[src/rtl/uart_tx.sv]
// -----------------------------------------------------------------------------
// uart_tx : byte-wide UART transmitter (8 data bits, LSB first, no parity,
//           STOP_BITS stop bits). One frame is sent per accepted tx_en strobe;
//           strobes that arrive while a frame is in flight are dropped.
//
// Parameters
//   CLKS_PER_BIT : clk_100 cycles per bit (>= 2)
//   STOP_BITS    : number of stop bits (1 or 2)
//
// Ports
//   clk_100 : system clock, rising edge
//   Reset   : synchronous, active-high reset; aborts any frame in flight
//   tx_en   : transmit strobe, sampled every cycle
//   tx_byte : byte to send, sampled only in the accept cycle
//   tx      : serial line, idles high
//   tx_busy : high from the cycle after accept until the frame completes
//   tx_done : one-cycle pulse on the edge where the last stop bit ends
// -----------------------------------------------------------------------------
module uart_tx #(
  parameter int CLKS_PER_BIT = 868,
  parameter int STOP_BITS    = 1
) (
  input  logic       clk_100,
  input  logic       Reset,
  input  logic       tx_en,
  input  logic [7:0] tx_byte,
  output logic       tx,
  output logic       tx_busy,
  output logic       tx_done
);

  localparam int                BAUD_W    = (CLKS_PER_BIT > 1) ? $clog2(CLKS_PER_BIT) : 1;
  localparam logic [BAUD_W-1:0] BAUD_LAST = BAUD_W'(CLKS_PER_BIT - 1);
  localparam logic [BAUD_W-1:0] BAUD_ZERO = BAUD_W'(0);
  localparam logic [BAUD_W-1:0] BAUD_ONE  = BAUD_W'(1);
  // Stop counter only needs to distinguish the first and second stop bit.
  localparam logic              STOP_LAST = 1'(STOP_BITS - 1);

  typedef enum logic [1:0] {
    ST_IDLE  = 2'd0,
    ST_START = 2'd1,
    ST_DATA  = 2'd2,
    ST_STOP  = 2'd3
  } state_t;

  state_t            state_r, state_s;
  logic [7:0]        shift_r, shift_s;
  logic [BAUD_W-1:0] baud_r,  baud_s;
  logic [2:0]        bit_r,   bit_s;
  logic              stop_r,  stop_s;
  logic              tx_r,    tx_s;
  logic              busy_r,  busy_s;
  logic              done_r,  done_s;
  logic              wrap_s;

  // Next-state and next-output logic; outputs are computed one cycle ahead
  // so that every port is driven straight from a flop.
  always_comb begin
    state_s = state_r;
    shift_s = shift_r;
    baud_s  = baud_r;
    bit_s   = bit_r;
    stop_s  = stop_r;
    tx_s    = tx_r;
    busy_s  = busy_r;
    done_s  = 1'b0;
    wrap_s  = (baud_r == BAUD_LAST);

    case (state_r)
      ST_IDLE: begin
        tx_s   = 1'b1;
        busy_s = 1'b0;
        if (tx_en && !busy_r) begin
          shift_s = tx_byte;
          baud_s  = BAUD_ZERO;
          bit_s   = 3'd0;
          stop_s  = 1'b0;
          tx_s    = 1'b0;
          busy_s  = 1'b1;
          state_s = ST_START;
        end else begin
          state_s = ST_IDLE;
        end
      end

      ST_START: begin
        if (wrap_s) begin
          baud_s  = BAUD_ZERO;
          bit_s   = 3'd0;
          tx_s    = shift_r[0];
          state_s = ST_DATA;
        end else begin
          baud_s = baud_r + BAUD_ONE;
        end
      end

      ST_DATA: begin
        if (wrap_s) begin
          baud_s  = BAUD_ZERO;
          shift_s = {1'b0, shift_r[7:1]};
          bit_s   = bit_r + 3'd1;
          if (bit_r == 3'd7) begin
            tx_s    = 1'b1;
            stop_s  = 1'b0;
            state_s = ST_STOP;
          end else begin
            // Next bit is shift_r[1], which becomes shift[0] after this shift.
            tx_s = shift_r[1];
          end
        end else begin
          baud_s = baud_r + BAUD_ONE;
        end
      end

      ST_STOP: begin
        if (wrap_s) begin
          baud_s = BAUD_ZERO;
          if (stop_r == STOP_LAST) begin
            stop_s  = 1'b0;
            busy_s  = 1'b0;
            done_s  = 1'b1;
            state_s = ST_IDLE;
          end else begin
            stop_s = stop_r + 1'b1;
          end
        end else begin
          baud_s = baud_r + BAUD_ONE;
        end
      end

      default: begin
        tx_s    = 1'b1;
        busy_s  = 1'b0;
        state_s = ST_IDLE;
      end
    endcase
  end

  // State and output registers with synchronous reset.
  always_ff @(posedge clk_100) begin
    if (Reset) begin
      state_r <= ST_IDLE;
      shift_r <= 8'h00;
      baud_r  <= BAUD_ZERO;
      bit_r   <= 3'd0;
      stop_r  <= 1'b0;
      tx_r    <= 1'b1;
      busy_r  <= 1'b0;
      done_r  <= 1'b0;
    end else begin
      state_r <= state_s;
      shift_r <= shift_s;
      baud_r  <= baud_s;
      bit_r   <= bit_s;
      stop_r  <= stop_s;
      tx_r    <= tx_s;
      busy_r  <= busy_s;
      done_r  <= done_s;
    end
  end

  assign tx      = tx_r;
  assign tx_busy = busy_r;
  assign tx_done = done_r;

endmodule

[config.mk]
export PLATFORM = sky130hd
export DESIGN_NAME = uart_tx
export DESIGN_NICKNAME = d
export VERILOG_FILES = /design/src/rtl/uart_tx.sv
export SDC_FILE = /design/constraint.sdc
export NUM_CORES = 1
export LEC_CHECK = 0
export ABC_AREA = 1
export CAP_MARGIN = 20
export CORE_MARGIN = 4
export CORE_UTILIZATION = 60
export CTS_CLUSTER_SIZE = 14
export DETAILED_ROUTE_END_ITERATION = 16
export DONT_BUFFER_PORTS = 1
export GPL_ROUTABILITY_DRIVEN = 0
export PLACE_DENSITY = 0.76
export SETUP_SLACK_MARGIN = 0.4
export SLEW_MARGIN = 30
export SYNTH_ARGS = -nofsm -noshare
export SYNTH_HDL_FRONTEND = slang
export SYNTH_SLANG_ARGS = --single-unit
[constraint.sdc]
create_clock -name clk_100 -period 2.06 [get_ports clk_100]
set_input_delay 0.206 -clock clk_100 [delete_from_list [all_inputs] [get_ports clk_100]]
set_output_delay 0.206 -clock clk_100 [all_outputs]
set_load 0.03 [all_outputs]
==> flow_metrics.env <==
export IMPL_final_util_pct=70.6
export IMPL_pin_count=14
export IMPL_synth_ff_type="dfxtp_1"
export IMPL_yosys_area_top_type="dfxtp_1"
export IMPL_ys_warn_count=0
export IMPL_p_seq_share_pct=36.9
export IMPL_p_int_mw=1.19
export IMPL_status="finished with violations"
export IMPL_nFillCells=208
export IMPL_powerDensity_nw_per_um2=1250
export IMPL_min_path_type="primary input to register"
export IMPL_r2r_start="state_r[0]"
export IMPL_numClockSinks=26
export IMPL_dieArea_um2=3320
export IMPL_fin_crit_sh_pct=74.5
export IMPL_fin_worst_skew_ns=0.00288
export IMPL_grt_pass1_wl_um=5380
export IMPL_yosysMostFrequentCell="nand2_1"
export IMPL_whs_ns=-0.0747
export IMPL_grt_pass1_vias=1162
export IMPL_max_cap_violations=0
export IMPL_worstSetupPathType="register to register"
export IMPL_min_period_ns=1.53
export IMPL_routedWlPerCell_um=12.3
export IMPL_grt_remaining_overflow=0
export IMPL_initial_core_util_pct=64.9
export IMPL_insertion_delay_ns=0.32
export IMPL_drt_pass1_iterations=4
export IMPL_end_kind="register"
export IMPL_numCtsBuffers=3
export IMPL_rsz0062_at_grt="false"
export IMPL_synth_cell_area_um2=1480
export IMPL_grt_max_degree=20
export IMPL_hpwlAfterDp_um=2210
export IMPL_drtIter0Drc=80
export IMPL_max_freq_mhz=652
export IMPL_cts_tree="yes"
export IMPL_synth_top_area_share_pct=35.3
export IMPL_swShare_pct=41.0
export IMPL_fp_row_count=17
export IMPL_syn_nets=244
export IMPL_core_um2=2280
export IMPL_area_growth_pct=8.90
export IMPL_worstPathRequired_ns=2.32
export IMPL_vias_per_cell=5.41
export IMPL_syn_area_per_cell_um2=6.56
export IMPL_fin_tns_setup_ns=0
export IMPL_grtUsageTotal_pct=20.3
export IMPL_grt_antenna_before_repair=0
export IMPL_yosys_top_cells_area="dfxtp_1 (35%), nand2_1 (18%), nand3_1 (7.5%), a21oi_1 (6.8%), ha_1 (6.8%)"
export IMPL_clock_root_buffer="clkbuf_4"
export IMPL_post_route_drc_count=0
export IMPL_slew_viol_final=0
export IMPL_seq_area_frac_synth_pct=35.3
export IMPL_fin_nets=250
export IMPL_chipHeight_um=57.6
export IMPL_violations="hold timing"
export IMPL_drive_gt1_share_pct=13.0
export IMPL_cts_clk_slew_worst_paths_ns=0.14
export IMPL_p_comb_share_pct=45.7
export IMPL_place_area_um2=1510
export IMPL_p_total_mw=2.02
export IMPL_yosysUniqueCellTypes=22
export IMPL_synth_edf_count=0
export IMPL_wl_um=3160
export IMPL_htreeDepth=1
export IMPL_power_frac_clock_pct=17.4
export IMPL_dr_total_vias=1396
export IMPL_insertedDiodeCount=0
export IMPL_die_w_um=57.6
export IMPL_port_buffers=0
export IMPL_syn_inst=225
export IMPL_p_leak_nw=0.678
export IMPL_hold_start="Reset"
export IMPL_synthTopCellsByCount="nand2_1 (72), dfxtp_1 (26), nor2_1 (24)"
export IMPL_worst_slew_pin_slew_ns=0.399
export IMPL_ys_ff_latch=26
export IMPL_postRouteAntennaNets=0
export IMPL_startpoint="state_r[0]"
export IMPL_path_max_fanout=5
export IMPL_setup_viol=0
export IMPL_slew_headroom_pct=73.4
export IMPL_crit_arrival_ns=1.80
export IMPL_async_reset_ff_share_pct=0
export IMPL_switchingPower_mw=0.828
export IMPL_clockBufferDepth=2
export IMPL_final_area_um2=1610
export IMPL_hold_viol=18
export IMPL_ir_drop_uv=963
export IMPL_start_kind="register"
stage by stage:
stage | setup WS [ns] | instances
floorplan | 0.503 | 225
global placement | 0.338 | 250
detailed placement | 0.264 | 250
CTS | 0.420 | 256
global route | 0.381 | 258
finish | 0.526 | 258
path summary, 6_finish.rpt:
check / end / slack (ns) / cells past startpoint
worst max-delay path: shift_r[1] / 0.53 / 8
worst min-delay path: baud_r[1] / -0.07 / 1
worst max register to register: shift_r[1] / 0.53 / 8
worst min register to register: shift_r[2] / 0.47 / 2
state kept, by name, summed over array words and instances (netlist names):
signal,flops
baud_r,10
shift_r,8
bit_r,3
state_r,2
tx,1
tx_busy,1
tx_done,1
worst max-delay path, cell delays in order (launching register included):
cell	delay, ns
dfxtp_4	0.40
inv_1	0.06
ha_1	0.25
inv_2	0.12
nor2_2	0.08
a21oi_4	0.20
buf_4	0.16
nand3_1	0.07
a21oi_1	0.15
placed cells by master, fill, tap and decap left out, types with 2 or more instances in the layout:
cell type	synthesis	routed
a21oi_1	20	20
a21oi_2	3	2
buf_4	0	6
clkbuf_4	0	3
dfxtp_1	26	24
ha_1	8	8
inv_1	15	15
inv_2	6	6
nand2_1	72	72
nand2_2	5	4
nand3_1	22	22
nand4_1	2	2
nor2_1	24	23
nor3_1	3	3
o21ai_0	5	5
o21ai_1	2	2
o21bai_1	2	2
cell families (layout without fill, tap and decap cells):
family | after synthesis | after routing | share of synthesized area [%]
AND/OR/NAND/NOR | 131 | 131 | 38.2
adder cells (fa/ha/maj) | 8 | 8 | 6.78
buffers and inverters | 26 | 31 | 6.78
flip-flops | 26 | 26 | 35.3
AO/OA/AOI/OAI | 34 | 34 | 13.0
layout make-up:
cell class              instances  area, µm²  share of cell area (%)
multi-input cells             173        871                    54.2
flip-flops and latches         26        526                    32.7
clock buffers                   3       22.5                    1.40
inverters                      21       78.8                    4.90
well taps                      28       35.0                    2.18
repair buffers                  6       45.0                    2.80
clock inverters                 1       30.0                    1.87
per-layer routing:
metal / up-vias / share of wire, % / GRT usage, % / wire (µm)
li1: 738 / - / - / -
met1: 628 / 47 / 28.5 / 1500
met2: 30 / 47 / 32.9 / 1490
met3: 0 / 5.5 / 4.75 / 174
met4: 0 / 0 / 1.99 / 0
met5: - / 0 / 0 / 0
power groups by stage:
stage | Sequential, mW | Clock (mW) | Combinational, mW
after floorplan | 0.729 | 0 | 0.671
after global placement | 0.744 | 0 | 0.787
after detailed placement | 0.753 | 0 | 0.808
after CTS | 0.741 | 0.366 | 0.870
after global routing | 0.761 | 0.383 | 1.08
final | 0.745 | 0.352 | 0.921
repair_timing:
item,in CTS,in global routing
resized for setup,1,5
hold endpoints to repair,18,18
buffers inserted,2,2
endpoints found under the setup margin,8,23
Note: power is estimated with default switching activity, not from simulation.
